--- config.mk ---
export PLATFORM = sky130hd
export DESIGN_NAME = cost_eval_sequencer_flat
export DESIGN_NICKNAME = d
export VERILOG_FILES = /design/src/rtl/cost_eval_sequencer_if.sv /design/src/rtl/cost_eval_sequencer.sv /design/src/flat_wrapper.sv
export SDC_FILE = /design/constraint.sdc
export NUM_CORES = 1
export LEC_CHECK = 0
export CAP_MARGIN = 10
export CORE_UTILIZATION = 35
export CTS_CLUSTER_SIZE = 10
export DETAILED_ROUTE_END_ITERATION = 10
export GPL_ROUTABILITY_DRIVEN = 1
export GPL_TIMING_DRIVEN = 1
export HOLD_SLACK_MARGIN = 0.05
export SLEW_MARGIN = 30
export SYNTH_ARGS = -nofsm -noshare
export SYNTH_HDL_FRONTEND = slang
export SYNTH_SLANG_ARGS = --single-unit
--- constraint.sdc ---
create_clock -name clock -period 3.97 [get_ports clock]
set_input_delay 0.794 -clock clock [delete_from_list [all_inputs] [get_ports clock]]
set_output_delay 0.794 -clock clock [all_outputs]
set_load 0.05 [all_outputs]
--- src/rtl/cost_eval_sequencer_if.sv ---
// Request/result bundle between the packet-handling requester and the
// cost-evaluation sequencer.
interface cost_eval_sequencer_if #(
  parameter int NUM_SINKS = 10,
  parameter int ID_W      = 5,
  parameter int IDX_W     = 4
);
  logic                      start;
  logic                      abort;
  logic [ID_W-1:0]           arg_id;
  logic [ID_W-1:0]           my_node_id;
  logic [ID_W-1:0]           dest_id;
  logic [NUM_SINKS*ID_W-1:0] known_sinks;
  logic [NUM_SINKS-1:0]      sink_valid;
  logic                      busy;
  logic                      done;
  logic                      iam_sink;
  logic                      iam_forwarding;
  logic [IDX_W-1:0]          sink_index;

  modport master (
    output start, abort, arg_id, my_node_id, dest_id, known_sinks, sink_valid,
    input  busy, done, iam_sink, iam_forwarding, sink_index
  );

  modport slave (
    input  start, abort, arg_id, my_node_id, dest_id, known_sinks, sink_valid,
    output busy, done, iam_sink, iam_forwarding, sink_index
  );
endinterface

--- src/rtl/cost_eval_sequencer.sv ---
// One start/busy/done controlled cost-evaluation pass: latch the request,
// scan the known-sink table one entry per clock (first match wins), run the
// forwarding-node check, then pulse done. Results hold until the next start.
module cost_eval_sequencer #(
  parameter int NUM_SINKS = 10,
  parameter int ID_W      = 5,
  parameter int IDX_W     = 4
) (
  input  logic                  clock,
  input  logic                  reset,
  cost_eval_sequencer_if.slave  bus
);

  typedef enum logic [1:0] {S_IDLE, S_SCAN, S_FWD, S_DONE} state_t;

  state_t                    state_q, state_d;
  logic [IDX_W-1:0]          idx_q;
  logic [ID_W-1:0]           arg_q, my_q, dest_q;
  logic [NUM_SINKS*ID_W-1:0] sinks_q;
  logic [NUM_SINKS-1:0]      valid_q;
  logic                      iam_sink_q, iam_fwd_q, done_q, done_d, busy_d;
  logic [IDX_W-1:0]          sink_index_q;

  logic [ID_W-1:0]           entry;
  logic                      hit, last, accept;

  // Current table entry compare and pass-control qualifiers
  always_comb begin
    entry  = sinks_q[ID_W*idx_q +: ID_W];
    hit    = valid_q[idx_q] && (entry == arg_q);
    last   = (idx_q == IDX_W'(NUM_SINKS - 1));
    accept = (state_q == S_IDLE) && bus.start && !bus.abort;
  end

  // State register
  always_ff @(posedge clock or posedge reset) begin
    if (reset) state_q <= S_IDLE;
    else       state_q <= state_d;
  end

  // Next-state logic; abort beats start and beats a scan hit
  always_comb begin
    state_d = state_q;
    unique case (state_q)
      S_IDLE: if (accept) state_d = S_SCAN;
      S_SCAN: begin
        if (bus.abort)       state_d = S_IDLE;
        else if (hit || last) state_d = S_FWD;
      end
      S_FWD:  state_d = bus.abort ? S_IDLE : S_DONE;
      S_DONE: state_d = S_IDLE;
      default: state_d = S_IDLE;
    endcase
  end

  // Output decode; done is registered so it appears the cycle after DONE
  always_comb begin
    busy_d = (state_q == S_SCAN) || (state_q == S_FWD);
    done_d = (state_q == S_DONE);
  end

  // Request shadow registers, scan index and result registers
  always_ff @(posedge clock or posedge reset) begin
    if (reset) begin
      idx_q        <= '0;
      arg_q        <= '0;
      my_q         <= '0;
      dest_q       <= '0;
      sinks_q      <= '0;
      valid_q      <= '0;
      iam_sink_q   <= 1'b0;
      iam_fwd_q    <= 1'b0;
      sink_index_q <= '0;
      done_q       <= 1'b0;
    end else begin
      done_q <= done_d;
      unique case (state_q)
        S_IDLE: begin
          if (accept) begin
            arg_q        <= bus.arg_id;
            my_q         <= bus.my_node_id;
            dest_q       <= bus.dest_id;
            sinks_q      <= bus.known_sinks;
            valid_q      <= bus.sink_valid;
            iam_sink_q   <= 1'b0;
            iam_fwd_q    <= 1'b0;
            sink_index_q <= '0;
            idx_q        <= '0;
          end
        end
        S_SCAN: begin
          if (bus.abort) begin
            iam_sink_q   <= 1'b0;
            iam_fwd_q    <= 1'b0;
            sink_index_q <= '0;
            idx_q        <= '0;
          end else if (hit) begin
            iam_sink_q   <= 1'b1;
            sink_index_q <= idx_q;
          end else if (!last) begin
            idx_q <= idx_q + IDX_W'(1);
          end
        end
        S_FWD: begin
          if (bus.abort) begin
            iam_sink_q   <= 1'b0;
            iam_fwd_q    <= 1'b0;
            sink_index_q <= '0;
            idx_q        <= '0;
          end else begin
            iam_fwd_q <= !iam_sink_q && (my_q == dest_q);
          end
        end
        default: ;
      endcase
    end
  end

  // Drive the result side of the bundle
  always_comb begin
    bus.busy           = busy_d;
    bus.done           = done_q;
    bus.iam_sink       = iam_sink_q;
    bus.iam_forwarding = iam_fwd_q;
    bus.sink_index     = sink_index_q;
  end

endmodule

--- src/flat_wrapper.sv ---
// flat-port wrapper written by rule: the top's interface ports become plain ports
module cost_eval_sequencer_flat 
#(
  parameter int NUM_SINKS = 10,
  parameter int ID_W      = 5,
  parameter int IDX_W     = 4
)
  (clock, reset, bus_start, bus_abort, bus_arg_id, bus_my_node_id, bus_dest_id, bus_known_sinks, bus_sink_valid, bus_busy, bus_done, bus_iam_sink, bus_iam_forwarding, bus_sink_index);
  cost_eval_sequencer_if #(.NUM_SINKS(NUM_SINKS), .ID_W(ID_W), .IDX_W(IDX_W)) bus_i ();
  input  logic clock;
  input  logic reset;
  input wire logic [$bits(bus_i.start)-1:0] bus_start;
  input wire logic [$bits(bus_i.abort)-1:0] bus_abort;
  input wire logic [$bits(bus_i.arg_id)-1:0] bus_arg_id;
  input wire logic [$bits(bus_i.my_node_id)-1:0] bus_my_node_id;
  input wire logic [$bits(bus_i.dest_id)-1:0] bus_dest_id;
  input wire logic [$bits(bus_i.known_sinks)-1:0] bus_known_sinks;
  input wire logic [$bits(bus_i.sink_valid)-1:0] bus_sink_valid;
  output wire logic [$bits(bus_i.busy)-1:0] bus_busy;
  output wire logic [$bits(bus_i.done)-1:0] bus_done;
  output wire logic [$bits(bus_i.iam_sink)-1:0] bus_iam_sink;
  output wire logic [$bits(bus_i.iam_forwarding)-1:0] bus_iam_forwarding;
  output wire logic [$bits(bus_i.sink_index)-1:0] bus_sink_index;
  assign bus_i.start = bus_start;
  assign bus_i.abort = bus_abort;
  assign bus_i.arg_id = bus_arg_id;
  assign bus_i.my_node_id = bus_my_node_id;
  assign bus_i.dest_id = bus_dest_id;
  assign bus_i.known_sinks = bus_known_sinks;
  assign bus_i.sink_valid = bus_sink_valid;
  assign bus_busy = bus_i.busy;
  assign bus_done = bus_i.done;
  assign bus_iam_sink = bus_i.iam_sink;
  assign bus_iam_forwarding = bus_i.iam_forwarding;
  assign bus_sink_index = bus_i.sink_index;
  cost_eval_sequencer #(.NUM_SINKS(NUM_SINKS), .ID_W(ID_W), .IDX_W(IDX_W)) u_core (.clock(clock), .reset(reset), .bus(bus_i));
endmodule
==> flow_summary.toml, run 1 <==
[hold_path]
hold_class = "flop to flop"

[synthesis]
ys_seq_elements = 88
synthDistinctLibCells = 50
syn_inst = 322
synth_nets = 408
synth_edf_count = 0
yosys-top-cells-area = "dfrtp_1 (52%), mux2_2 (21%), mux2i_1 (3.5%)"
synth_top_area_cell = "dfrtp_1"
synth_common_cells = "dfrtp_1 (88), mux2_2 (81), mux2i_1 (15)"
yosysWarnings = 0
synth_ff_type = "dfrtp_1"
synth_most_common_cell = "dfrtp_1"
synth_area_per_cell_um2 = 13.2
yosys.area.top_type_share_pct = 51.7
netlist_area_mm2 = 0.00426
yosysSeqAreaShare_pct = 51.7
async_flop_share_pct = 100

[sta]
setup_viol = 0
hold-worst-slack_ns = 0.499
fmax_mhz = 293
setup_tns_ns = 0
hold_viol_final = 0
skew_ns = 0.00708
final-max-slew-violation-count = 0
layout_min_cycle_time_ns = 3.41
relSlewSlack_pct = 45.6
worst_pin_slew_ns = 0.816
period_share_pct = 86.0
rsz0062_at_grt = "false"

[power_and_ir_drop]
power_uw = 3920
peakVddDrop_mv = 0.285
p_leak_uw = 0.00228
p_per_area_mw_per_mm2 = 703

[setup_path]
ff2ff_setup_slack_ns = 0.56
cp-end-kind = "flop"
cp-start-kind = "flop"
reg2reg_to = "u_core.bus.sink_index[3]"
crit_path_end = "u_core.bus.sink_index[3]"
r2r_cells = 7
crit_path_start = "u_core.idx_q[0]"
required_ns = 4.15
r2r-start = "u_core.idx_q[0]"
cp_data_arrival_time_ns = 3.59
path_class = "flop to flop"
crit_fanout = 10

[finish]
diodes = 0
nets = 491
area_growth_pct = 31.0
fin_cells = 553
final_cell_area_mm2 = 0.00557
drive_above_1_share_pct = 26.6

[floorplan]
die_h_um = 112
core_mm2 = 0.0116
die_w_um = 112
dieArea_mm2 = 0.0126
row_count = 39
boundaryPins = 87
start_util_pct = 36.6

[global_routing]
grt_overflow = 0
grt_pass1_vias = 3016
antenna_found_initial = 0
grt_max_degree = 61
grt_use_total_pct = 15.7
grt_first_pass_wirelength_um = 15200

[clock_network]
cts.clk_slew.worst_paths_ns = 0.06
cts_resized = 0
insertion_delay_ns = 0.34
cts.sinks = 88
clockBufferDepth = 2
cts_buffers = 9
root_buffer = "clkbuf_16"
cts_tree = "yes"
ctsHtreeMaxLevel = 3
post_cts_buffers = 0
ctsHoldBuffers = 0

[job]
maxCapViolCount = 0

[drt]
wl_per_cell_um = 16.9
via_per_inst = 5.23
drt_iter0_drc = 85
finalWirelength_um = 9360
num_vias = 2891
drc_errors = 3
firstDrtPassIters = 7
antenna_left = 0

[placed_design]
dp_hpwl_um = 6860
gp_congestion = 0.780
place_area_mm2 = 0.00525
io_buffers = 86
place_inst = 537

[status]
status = "finished, violations left"
failed_checks = "design-rule violations"
sequential cells by signal, indices dropped and copies added (netlist names):
| register | cells |
|---|---|
| u_core.sinks_q | 50 |
| u_core.valid_q | 10 |
| u_core.arg_q | 5 |
| u_core.dest_q | 5 |
| u_core.my_q | 5 |
| u_core.bus.sink_index | 4 |
| u_core.idx_q | 4 |
| u_core.state_q | 2 |
| u_core.bus.done | 1 |
| u_core.bus.iam_forwarding | 1 |
| u_core.bus.iam_sink | 1 |
critical path, cell delays in order (launching register included):
cell,delay [ns]
dfrtp_1,0.72
mux4_1,0.63
mux2i_1,0.21
o22ai_1,0.12
xor2_1,0.15
or4_1,0.70
nor3_1,0.55
o32ai_1,0.17
where the power goes:
part / internal [uW] / switching, uW
registers: 1310 / 285
clock network: 571 / 343
logic: 805 / 604
total: 2680 / 1230
metrics by stage:
| step | utilization [%] | setup WS [ns] |
|---|---|---|
| after global routing | 48.0 | 0.384 |
| after CTS | 48.0 | 0.593 |
| after detailed placement | 45.2 | 0.604 |
| after floorplan | - | 0.897 |
| after global placement | 45.2 | 0.739 |
| final | 48.0 | 0.558 |
cell usage in the layout, fill, tap and decap left out, types with 3 or more instances in the layout:
cell | synthesis | layout
dfrtp_1 | 88 | 88
clkdlybuf4s50_1 | 0 | 86
mux2_2 | 81 | 81
mux2i_1 | 15 | 15
nor3_1 | 11 | 11
nand2_1 | 10 | 10
clkbuf_16 | 0 | 9
xnor2_1 | 7 | 7
ha_1 | 7 | 7
inv_1 | 7 | 6
a21oi_1 | 6 | 6
nor2_1 | 5 | 5
o32ai_1 | 5 | 5
mux4_2 | 4 | 4
buf_4 | 3 | 4
o22ai_1 | 3 | 3
nand3_1 | 3 | 3
nor2b_1 | 3 | 3
a31oi_1 | 3 | 3
o21ai_0 | 3 | 3
and3_1 | 3 | 3
a21o_1 | 3 | 3
o41ai_1 | 3 | 3
how the worst min path moves through the flow:
stage	to	start	depth (start not counted)	slack, ns
finish	u_core.sinks_q[15]	u_core.sinks_q[15]	1	0.50
global route	u_core.valid_q[2]	u_core.valid_q[2]	1	0.52
CTS	u_core.sinks_q[15]	u_core.sinks_q[15]	1	0.50
detailed placement	u_core.sinks_q[15]	u_core.sinks_q[15]	1	0.49
global placement	u_core.valid_q[2]	u_core.valid_q[2]	1	0.48
floorplan	u_core.sinks_q[25]	u_core.sinks_q[25]	1	0.47
final cells by class:
| type | instances | area [um2] |
|---|---|---|
| fillers | 1114 | 6040 |
| multi-input cells | 207 | 1930 |
| repair buffers | 91 | 911 |
| well taps | 143 | 179 |
| inverters | 8 | 31.3 |
| clock inverters | 4 | 77.6 |
| clock buffers | 12 | 246 |
| flip-flops and latches | 88 | 2200 |
cells by family after synthesis:
logic type | synth area share (%)
mux | 28.3
flops | 51.7
simple gates | 6.38
compound gates | 6.67
buf+inv | 2.97
xor+xnor | 1.85
fa+ha+maj | 2.06
routing by layer:
metal  vias up  wire, um  track usage [%]
met3        12       500             3.83
li1       1349         -                -
met1      1445      3990             19.3
met5         -         0                0
met2        85      4720             26.6
met4         0       154             6.13
No activity file was read; power rests on OpenSTA's default activity.
==> run 2, diff against run 1 <==
--- a/config.mk
+++ b/config.mk
@@ -12,6 +12,7 @@
 export GPL_ROUTABILITY_DRIVEN = 1
 export GPL_TIMING_DRIVEN = 1
 export HOLD_SLACK_MARGIN = 0.05
+export PLACE_DENSITY = 0.66
 export SLEW_MARGIN = 30
 export SYNTH_ARGS = -nofsm -noshare
 export SYNTH_HDL_FRONTEND = slang
==> flow_summary.toml, run 2 (same netlist as run 1, synthesis figures left out) <==
[clock_network]
cts_resized = 0
clockBufferDepth = 2
root_buffer = "clkbuf_16"
post_cts_buffers = 0
cts.clk_slew.worst_paths_ns = 0.06
cts_tree = "yes"
cts.sinks = 88
cts_buffers = 9
insertion_delay_ns = 0.34
ctsHoldBuffers = 0
ctsHtreeMaxLevel = 3

[global_routing]
grt_pass1_vias = 2991
grt_first_pass_wirelength_um = 15200
grt_use_total_pct = 15.6
antenna_found_initial = 0
grt_overflow = 0
grt_max_degree = 50

[finish]
reg_top3 = "u_core.sinks_q: 50 flops, u_core.valid_q: 10 flops"
fillCellCount = 1067
final_common_cell = "dfrtp_1"
top_register = "u_core.sinks_q"
area_growth_pct = 31.3
drive_above_1_share_pct = 27.3
nets = 492
largest_reg_flops = 50
final_cell_mix = "dfrtp_1 (88), clkdlybuf4s50_1 (86), mux2_2 (81), mux2i_1 (15), nor3_1 (11)"
diodes = 0

[sta]
setup_tns_ns = 0
worst_pin_slew_ns = 0.610
rsz0062_at_grt = "false"
fmax_mhz = 322
relSlewSlack_pct = 59.3
setup_viol = 0
layout_min_cycle_time_ns = 3.10
skew_ns = 0.00682
period_share_pct = 78.2
hold_viol_final = 0
final-max-slew-violation-count = 0

[floorplan]
start_util_pct = 36.6
core_mm2 = 0.0116
die_w_um = 112
dieArea_mm2 = 0.0126
row_count = 39
boundaryPins = 87
die_h_um = 112

[drt]
wl_per_cell_um = 16.8
finalWirelength_um = 9310
antenna_left = 0
firstDrtPassIters = 7
via_per_inst = 5.24
num_vias = 2902
drt_iter0_drc = 122
drc_errors = 4

[power_and_ir_drop]
peakVddDrop_mv = 0.284
p_leak_uw = 0.00229
p_per_area_mw_per_mm2 = 708
power_uw = 3950

[setup_path]
path_class = "flop to flop"
cp-end-kind = "flop"
cp_data_arrival_time_ns = 3.28
cp-start-kind = "flop"
r2r-start = "u_core.idx_q[1]"
crit_path_start = "u_core.idx_q[1]"
crit_fanout = 14
required_ns = 4.15

[job]
maxCapViolCount = 0

[status]
failed_checks = "design-rule violations"
status = "finished, violations left"

[hold_path]
hold_class = "flop to flop"
worstHoldStart = "u_core.sinks_q[25]"

[placed_design]
gp_congestion = 0.824
io_buffers = 86
dp_hpwl_um = 6840
run 2: path summary, 6_finish.rpt:
check / to / slack, ns / cells after the start
max: u_core.bus.sink_index[2] / 0.87 / 8
max in group asynchronous: u_core.arg_q[3] / 2.27 / 3
min reg2reg: u_core.sinks_q[25] / 0.51 / 1
min in group asynchronous: u_core.sinks_q[17] / 0.88 / 2
max reg2reg: u_core.bus.sink_index[2] / 0.87 / 8
min: u_core.sinks_q[25] / 0.51 / 1
run 2: worst max-delay path, stage by stage (launching register included):
cell and delay (ns):
dfrtp_1 0.71, buf_4 0.28, mux2i_1 0.09, a211o_1 0.29
a21oi_1 0.18, mux2i_1 0.10, or4_1 0.58, nor3_1 0.55
o32ai_1 0.16
run 2: layout make-up:
class,count,area [um2],share of cell area [%]
sequential,88,2200,39.4
clock inverter,5,86.3,1.55
timing repair buffer,92,906,16.2
clock buffer,11,253,4.53
multi-input combinational,207,1930,34.5
tap,143,179,3.20
inverter,8,32.5,0.582
run 2: metal layers:
metal | up-vias | global-route usage [%] | wire length (um) | part of all wire, %
met5 | - | 0 | 0 | 0
met4 | 0 | 5.07 | 109 | 1.2
met3 | 11 | 4.59 | 586 | 6.3
met2 | 90 | 24.9 | 4430 | 48
met1 | 1447 | 20.3 | 4190 | 45
li1 | 1354 | - | - | -
run 2: report_power, final:
group          total, uW  internal [uW]  leakage [uW]  switching [uW]
clock                945            591      0.000167             353
combinational       1420            804       0.00106             616
sequential          1590           1310       0.00107             280
run 2: stage by stage:
stage                     hold WS [ns]  cells  area [um2]  worst slack [ns]  util (%)
after floorplan                  0.470    322        4260             0.897         -
after global placement           0.488    538        5250              1.04      45.2
after detailed placement         0.493    538        5250             0.892      45.2
after CTS                        0.510    554        5580             0.880      48.1
after global routing             0.523    554        5590             0.753      48.1
final                            0.508    554        5590             0.867      48.1
==> run 3, diff against run 2 <==
--- a/config.mk
+++ b/config.mk
@@ -12,7 +12,7 @@
 export GPL_ROUTABILITY_DRIVEN = 1
 export GPL_TIMING_DRIVEN = 1
 export HOLD_SLACK_MARGIN = 0.05
-export PLACE_DENSITY = 0.66
+export PLACE_DENSITY = 0.68
 export SLEW_MARGIN = 30
 export SYNTH_ARGS = -nofsm -noshare
 export SYNTH_HDL_FRONTEND = slang
==> constraint.sdc (replaced) <==
create_clock -name clock -period 2.6 [get_ports clock]
set_input_delay 0.52 -clock clock [delete_from_list [all_inputs] [get_ports clock]]
set_output_delay 0.52 -clock clock [all_outputs]
set_load 0.05 [all_outputs]
==> flow_summary.toml, run 3 (same netlist as run 1, synthesis figures left out) <==
[global_routing]
grt_max_degree = 61
grt_use_total_pct = 15.9
grt_overflow = 0
grt_first_pass_wirelength_um = 15500
antenna_found_initial = 0
grt_pass1_vias = 3053

[finish]
nets = 520
final_cell_mix = "clkdlybuf4s50_1 (86), dfrtp_1 (86), mux2_2 (81), buf_4 (27), mux2i_1 (15)"
reg_top3 = "u_core.sinks_q: 50 flops, u_core.valid_q: 10 flops"
area_growth_pct = 38.5
diodes = 0
final_util_pct = 50.8
drive_above_1_share_pct = 35.5
largest_reg_flops = 50
top_register = "u_core.sinks_q"

[setup_path]
r2r-start = "u_core.idx_q[1]"
r2r_cells = 8
cp_data_arrival_time_ns = 2.87
ff2ff_setup_slack_ns = -0.02
path_class = "flop to flop"
critPathSlowestCell = "or4_4"
slowest_delay_ns = 0.57
worstPathCellList = "or3b_4 -> or2_2 -> nand2_1 -> mux2i_1 -> or4_4 -> buf_6 -> o41ai_2 -> a21o_1"
crit_fanout = 7
crit_path_start = "u_core.idx_q[1]"
required_ns = 2.86
cp-end-kind = "flop"
reg2reg_to = "u_core.idx_q[0]"
cp-start-kind = "flop"
crit_path_end = "u_core.idx_q[0]"

[floorplan]
boundaryPins = 87
die_w_um = 112
start_util_pct = 36.6
row_count = 39
die_h_um = 112
dieArea_mm2 = 0.0126
core_mm2 = 0.0116

[drt]
drc_errors = 4
wl_per_cell_um = 16.4
firstDrtPassIters = 9
drt_iter0_drc = 128
antenna_left = 0
via_per_inst = 5.20
num_vias = 3015
finalWirelength_um = 9510

[power_and_ir_drop]
p_per_area_mw_per_mm2 = 1060
p_leak_uw = 0.00244
peakVddDrop_mv = 0.425

[sta]
final-max-slew-violation-count = 0
skew_ns = 0.00584
hold-worst-slack_ns = 0.503
rsz0062_at_grt = "true"
fmax_mhz = 382
setup_ws_ns = -0.0150
setup_viol = 1
relSlewSlack_pct = 64.9
hold_viol_final = 0
worst_pin_slew_ns = 0.525
layout_min_cycle_time_ns = 2.62
period_share_pct = 101

[status]
failed_checks = "design-rule violations, negative setup slack"
status = "finished, violations left"

[placed_design]
dp_slack_ns = -0.148
gp_congestion = 0.825
io_buffers = 86
dp_hpwl_um = 6910

[hold_path]
hold_class = "flop to flop"

[job]
maxCapViolCount = 0

[clock_network]
cts_buffers = 9
cts.sinks = 88
root_buffer = "clkbuf_16"
insertion_delay_ns = 0.33
clockBufferDepth = 2
ctsHtreeMaxLevel = 3
cts_tree = "yes"
cts.clk_slew.worst_paths_ns = 0.06
ctsHoldBuffers = 0
run 3: metal layers:
| layer | vias up | share of wire [%] | GRT usage [%] |
|---|---|---|---|
| met5 | - | 0 | 0 |
| met4 | 0 | 1.8 | 6.22 |
| met3 | 16 | 4.5 | 3.78 |
| met2 | 76 | 50 | 26.4 |
| met1 | 1510 | 44 | 20.2 |
| li1 | 1413 | - | - |
run 3: how the worst min path moves through the flow:
stage / start / end / slack [ns] / cells after the start
6_report: u_core.sinks_q[30] / u_core.sinks_q[30] / 0.50 / 1
3_5_place_dp: u_core.sinks_q[31] / u_core.sinks_q[31] / 0.49 / 1
5_1_grt: u_core.sinks_q[31] / u_core.sinks_q[31] / 0.52 / 1
2_1_floorplan: u_core.sinks_q[36] / u_core.sinks_q[36] / 0.47 / 1
3_3_place_gp: u_core.sinks_q[27] / u_core.sinks_q[27] / 0.48 / 1
4_1_cts: u_core.sinks_q[31] / u_core.sinks_q[31] / 0.50 / 1
run 3: layout make-up:
class | count | area [um2]
clock inverters | 1 | 30.0
multi-input cells | 207 | 2040
flip-flops and latches | 88 | 2200
repair buffers | 120 | 1160
inverters | 8 | 33.8
fillers | 1011 | 5720
clock buffers | 13 | 240
well taps | 143 | 179
run 3: repair_timing:
| item | CTS | global route |
|---|---|---|
| buffers inserted | 0 | 11 |
| setup endpoints to repair | 10 | 10 |
| gates resized for setup | 7 | 21 |
| pin swaps | 0 | 9 |
| cloned | 0 | 0 |
run 3: worst max-delay path: cells and delay by family (launching register included):
family / cells / cell delay (ns)
compound gates: 2 / 0.45
buf+inv: 1 / 0.16
flops: 1 / 0.48
mux: 1 / 0.06
simple gates: 4 / 1.38
run 3: power breakdown:
group / leakage, uW / switching (uW) / internal (uW) / total [uW]
logic: 0.00125 / 1110 / 1520 / 2630
registers: 0.00106 / 401 / 2000 / 2400
clock network: 0.000130 / 475 / 735 / 1210
total: 0.00244 / 1990 / 4250 / 6240
run 3: stage by stage:
step	area (um2)	TNS, ns	instances	power (uW)
6_report	5900	-0.0150	580	6240
5_1_grt	5900	-0.607	580	6640
4_1_cts	5690	-0.00475	569	6060
3_5_place_dp	5390	-0.854	555	4770
3_3_place_gp	5390	-0.258	555	4700
2_1_floorplan	4260	-0.0985	322	4030
==> edit 1: new RTL, flow settings as in run 2 <==
Encoding of `state_t`: now Gray code (2 bits for 4 states).
--- a/src/rtl/cost_eval_sequencer.sv
+++ b/src/rtl/cost_eval_sequencer.sv
@@ -11,7 +11,7 @@
   cost_eval_sequencer_if.slave  bus
 );
 
-  typedef enum logic [1:0] {S_IDLE, S_SCAN, S_FWD, S_DONE} state_t;
+  typedef enum logic [1:0] {S_IDLE = 2'b00, S_SCAN = 2'b01, S_FWD = 2'b11, S_DONE = 2'b10} state_t;
 
   state_t                    state_q, state_d;
   logic [IDX_W-1:0]          idx_q;
Function: no difference found for any inputs over 10 cycles, from zero or initial values and one cycle with reset high; not proved beyond that.
==> edit 1 against run 2 <==
Count of clock-buffer cells in the layout shrank 1; design area down 2.7%; final cell count fell by 3.4%; wire length decreased by 5.4%; setup slack better by 82 ps; non-clock buffer count increased by 1; die area is 2.8% lower; core utilization decreased by 0.72 points; area after synthesis shrank 2.9%; hold slack lost 4.0 ps; sequential cell count stayed put.
Power is not compared: it rests on default switching activity, and its combinational part moved more than twofold at a synthesized area within 25%.
==> edit 1: results (changes against run 2) <==
- Run status: completed (was finished, violations left).
- The count of non-filler cells in the finished layout is 535 (was 554).
- The layout net count is 468 (was 492).
- The post-detailed-route via-to-cell ratio is 5.121 (was 5.238).
- The fill cell instance count of the final layout is 1042 (was 1067).
- The starting DRC count in detailed routing was 99 (was 122).
- The synthesized area per cell is 13.64 sq um (was 13.22 sq um).
- The largest net degree at the start of global routing is 57 (was 50).
- Commonest cells in the synthesized netlist: 88 x sky130_fd_sc_hd__dfrtp_1, 76 x sky130_fd_sc_hd__mux2_2, 13 x sky130_fd_sc_hd__mux2i_1 (was 88 x sky130_fd_sc_hd__dfrtp_1, 81 x sky130_fd_sc_hd__mux2_2, 15 x sky130_fd_sc_hd__mux2i_1).
- The total iterations of the first detailed-routing run is 4 (was 7).
- The first-pass GRT wire length is 14.97 mm (was 15.15 mm).
- The net count after synthesis is 384 (was 408).
- The sequential fraction of the synthesis area is 53.28% (was 51.75%).
- The worst-case setup slack after placement was 990.2 ps (was 892.4 ps).
- The number of different library cells in the post-synthesis netlist is 47 (was 50).
- The slack of the critical path was 949.7 ps (was 867.4 ps).
- The met2 capacity usage during global routing was 25.80% (was 24.89%).
- The total routed wirelength is 8.811 mm (was 9.314 mm).
- Leading post-synthesis cells by cell area: sky130_fd_sc_hd__dfrtp_1 53%, sky130_fd_sc_hd__mux2_2 21%, sky130_fd_sc_hd__mux4_2 5.4% (was sky130_fd_sc_hd__dfrtp_1 52%, sky130_fd_sc_hd__mux2_2 21%, sky130_fd_sc_hd__mux2i_1 3.5%).
- The met3 global-route usage came to 3.554% (was 4.590%).
- The ratio of cells with drive above 1 in the final layout is 29.08% (was 27.25%).
- The relative slew slack is 49.14% (was 59.32%).
- The via count of the first global-routing pass is 2906 (was 2991).
- The post-placement cell count is 519 (was 538).
- The half-perimeter wire length of the detailed placement result is 6.529 mm (was 6.844 mm).
- The endpoint arrival time on the critical path is 3240 ps (was 3280 ps).
- The global routing usage on met1 is 19.78% (was 20.34%).
- The post-route standard cell area excluding fillers is 5433 sq um (was 5585 sq um).
- The delay of the slowest critical-path stage is 580 ps (was 710 ps).
- The total cell area at the placement stage is 5135 sq um (was 5245 sq um).
## edit 1: final timing paths
check | slack [ps] | cells past startpoint | to | startpoint
max in group asynchronous | 2330 | 3 | u_core.sinks_q[46] | reset
min | 500 | 1 | u_core.sinks_q[29] | u_core.sinks_q[29]
max reg2reg | 950 | 9 | u_core.bus.sink_index[2] | u_core.idx_q[1]
min reg2reg | 500 | 1 | u_core.sinks_q[29] | u_core.sinks_q[29]
min in group asynchronous | 850 | 2 | u_core.dest_q[0] | reset
max | 950 | 9 | u_core.bus.sink_index[2] | u_core.idx_q[1]
## edit 1: per-layer routing
| layer | share of wire (%) | wire [um] |
|---|---|---|
| met1 | 45 | 3968 |
| met3 | 4.0 | 349 |
| met4 | 1.3 | 112 |
| met5 | 0 | 0 |
| met2 | 50 | 4381 |
## edit 1: power by group through the flow
stage / Clock, mW / Sequential [mW] / Combinational (mW)
finish: 0.839 / 1.16 / 0.510
global route: 0.891 / 1.19 / 0.558
CTS: 0.859 / 1.17 / 0.518
detailed placement: 0 / 1.18 / 0.515
global placement: 0 / 1.18 / 0.500
floorplan: 0 / 1.13 / 0.380
## edit 1: cell type report
type	count	area, sq um	area share, %
inverter	7	27.53	0.5067
tap	143	178.9	3.293
multi-input combinational	188	1813	33.37
clock buffer	10	229.0	4.215
timing repair buffer	93	913.4	16.81
sequential	88	2202	40.53
clock inverter	6	68.82	1.267
## edit 1: cell families (layout without fill, tap and decap cells)
family                   count (synthesis)  count (layout)  synth area share [%]
multiplexers                           100             100                 29.67
flip-flops                              88              88                 53.28
AND/OR/NAND/NOR                         43              43                 5.813
AO/OA/AOI/OAI                           38              38                 6.571
buffers and inverters                   27             116                 2.997
XOR/XNOR                                 5               5                 1.060
adder cells (fa/ha/maj)                  2               2                0.6054
==> edit 2: new RTL, config.mk and constraints of run 2 <==
Without the edit above. `IDX_W` is set to 4 in 3 places; all go to 5.
--- a/src/rtl/cost_eval_sequencer_if.sv
+++ b/src/rtl/cost_eval_sequencer_if.sv
@@ -3,7 +3,7 @@
 interface cost_eval_sequencer_if #(
   parameter int NUM_SINKS = 10,
   parameter int ID_W      = 5,
-  parameter int IDX_W     = 4
+  parameter int IDX_W     = 5
 );
   logic                      start;
   logic                      abort;
--- a/src/rtl/cost_eval_sequencer.sv
+++ b/src/rtl/cost_eval_sequencer.sv
@@ -4,7 +4,7 @@
 module cost_eval_sequencer #(
   parameter int NUM_SINKS = 10,
   parameter int ID_W      = 5,
-  parameter int IDX_W     = 4
+  parameter int IDX_W     = 5
 ) (
   input  logic                  clock,
   input  logic                  reset,
--- a/src/flat_wrapper.sv
+++ b/src/flat_wrapper.sv
@@ -3,7 +3,7 @@
 #(
   parameter int NUM_SINKS = 10,
   parameter int ID_W      = 5,
-  parameter int IDX_W     = 4
+  parameter int IDX_W     = 5
 )
   (clock, reset, bus_start, bus_abort, bus_arg_id, bus_my_node_id, bus_dest_id, bus_known_sinks, bus_sink_valid, bus_busy, bus_done, bus_iam_sink, bus_iam_forwarding, bus_sink_index);
   cost_eval_sequencer_if #(.NUM_SINKS(NUM_SINKS), .ID_W(ID_W), .IDX_W(IDX_W)) bus_i ();
Interface: changed (resized bus_sink_index); port bits go from 87 to 88. The function was not compared with the original's and may differ.
==> edit 2 against run 2 <==
Power down 4.6%; sequential cell count up 2; count of clock-buffer cells in the layout down 2; hold slack worse by 34 ps; area after synthesis up 2.0%; clock power down 17%; synthesized cell count up 2.8%; setup slack worse by 61 ps; sequential power up 3%; global-route usage down 0.17 points; non-clock buffer count unchanged; design area up 1.1%; wire length down 1.7%.
==> edit 2: results (changes against run 2) <==
- Run status: completed (was finished, violations left).
- The critical register-to-register path startpoint is u_core.idx_q[0] (was u_core.idx_q[1]).
- The layout net count is 501 (was 492).
- The endpoint arrival time on the critical path is 3380 ps (was 3280 ps).
- The number of antenna violations at the first check in global routing is 0 (unchanged).
- The fill cell instance count of the final layout is 1117 (was 1067).
- The number of different library cells in the post-synthesis netlist is 45 (was 50).
- The total iterations of the first detailed-routing run is 4 (was 7).
- The count of non-filler cells in the finished layout is 588 (was 554).
- The post-detailed-route via-to-cell ratio is 4.927 (was 5.238).
- The worst hold slack came to 473.5 ps (was 507.9 ps).
- The number of input and output port buffers inserted is 87 (was 86).
- The worst-case setup slack after placement is 791.3 ps (was 892.4 ps).
- The worst hold endpoint is u_core.bus.iam_forwarding (was u_core.sinks_q[25]).
- The instance count along the most critical hold path is 2 (was 1).
- Leading post-synthesis cells by cell area: sky130_fd_sc_hd__dfrtp_1 52%, sky130_fd_sc_hd__mux2_2 20%, sky130_fd_sc_hd__mux2i_1 4.8% (was sky130_fd_sc_hd__dfrtp_1 52%, sky130_fd_sc_hd__mux2_2 21%, sky130_fd_sc_hd__mux2i_1 3.5%).
- The largest net degree at the start of global routing is 77 (was 50).
- The number of cells traversed by the worst register-to-register path is 6 (was 8).
- The sequential fraction of the synthesis area is 51.87% (was 51.75%).
- The starting DRC count in detailed routing is 128 (was 122).
- The gate count of the mapped netlist is 331 (was 322).
- The slack of the worst reg-to-reg path is 810 ps (was 870 ps).
- The gate family responsible for the most delay along the worst path is compound AO/OA/AOI/OAI gates (was simple AND/OR/NAND/NOR gates).
- The via count of the first global-routing pass came to 3055 (was 2991).
- Commonest cells in the synthesized netlist: 90 x sky130_fd_sc_hd__dfrtp_1, 78 x sky130_fd_sc_hd__mux2_2, 21 x sky130_fd_sc_hd__mux2i_1 (was 88 x sky130_fd_sc_hd__dfrtp_1, 81 x sky130_fd_sc_hd__mux2_2, 15 x sky130_fd_sc_hd__mux2i_1).
- The clock skew after layout is 9.202 ps (was 6.818 ps).
- The worst-case vdd ir drop came to 0.0003070 V (was 0.0002839 V).
- The reg-to-reg critical path endpoint is u_core.state_q[0] (was u_core.bus.sink_index[2]).
- The top fanout value on the critical path is 18 (was 14).
- The measured slew at the worst slew-check pin is 807.2 ps (was 610.3 ps).
- The first-pass GRT wire length is 15.32 mm (was 15.15 mm).
- The weighted congestion at the end of routability-driven global placement is 0.8078 (was 0.8243).
- The all-layer global routing usage is 15.40% (was 15.57%).
- The average wire length per cell after detail routing came to 15.56 um (was 16.81 um).
- The post-placement cell count is 572 (was 538).
- The delay of the slowest critical-path stage is 860 ps (was 710 ps).
- The standby leakage power is 2.278 nW (was 2.288 nW).
- The net count after synthesis is 417 (was 408).
- The clock tree root driver cell is sky130_fd_sc_hd__clkbuf_16 (unchanged).
- The critical hold path startpoint is u_core.bus.iam_forwarding (was u_core.sinks_q[25]).
[edit 2: cell types whose count changed after synthesis, sizes merged, moves of 4 or more]
cell   before  now
mux2i      15   21
nor3       11    4
a22o        0    6
o21ai       3    7
[edit 2: worst max path at each step]
| stage | startpoint | endpoint | slack, ps |
|---|---|---|---|
| floorplan | reset | u_core.arg_q[0] | 840 |
| global placement | u_core.idx_q[0] | u_core.state_q[0] | 870 |
| detailed placement | u_core.idx_q[0] | u_core.bus.sink_index[1] | 790 |
| CTS | u_core.idx_q[0] | u_core.bus.sink_index[3] | 790 |
| global route | u_core.idx_q[0] | u_core.bus.sink_index[4] | 560 |
| finish | u_core.idx_q[0] | u_core.state_q[0] | 810 |
[edit 2: where the power goes]
group | switching, mW | leakage, nW | internal, mW
Sequential | 0.302 | 1.09 | 1.33
Clock | 0.361 | 0.130 | 0.428
Combinational | 0.565 | 1.06 | 0.786
[edit 2: layout make-up]
type                       count  area (sq um)  share of cell area [%]
sequential                    90          2252                   39.87
clock inverter                 7         52.55                  0.9302
clock buffer                   9         225.2                   3.987
tap                          168         210.2                   3.721
multi-input combinational    211          1942                   34.37
inverter                      11         42.54                  0.7530
timing repair buffer          92         924.6                   16.37
[edit 2: per-layer routing]
layer  GRT usage, %  vias to the layer above  routed length, um
met1          20.00                     1428               4147
met4          5.000                        0                119
met5              0                        -                  0
met3          3.348                       11                370
li1               -                     1387                  -
met2          25.69                       71               4515
[edit 2: cells by family (layout without fill, tap and decap cells)]
family                     Yosys count  in the layout  share of synthesized area, %
adders and majority gates            7              7                         2.017
DFF                                 90             90                         51.87
and+or+nand+nor                     51             51                         6.859
muxes                              103            103                         27.15
buffers and inverters               30            119                         3.401
AOI/OAI and AO/OA                   44             44                         7.493
xor gates and xnor gates             6              6                         1.210
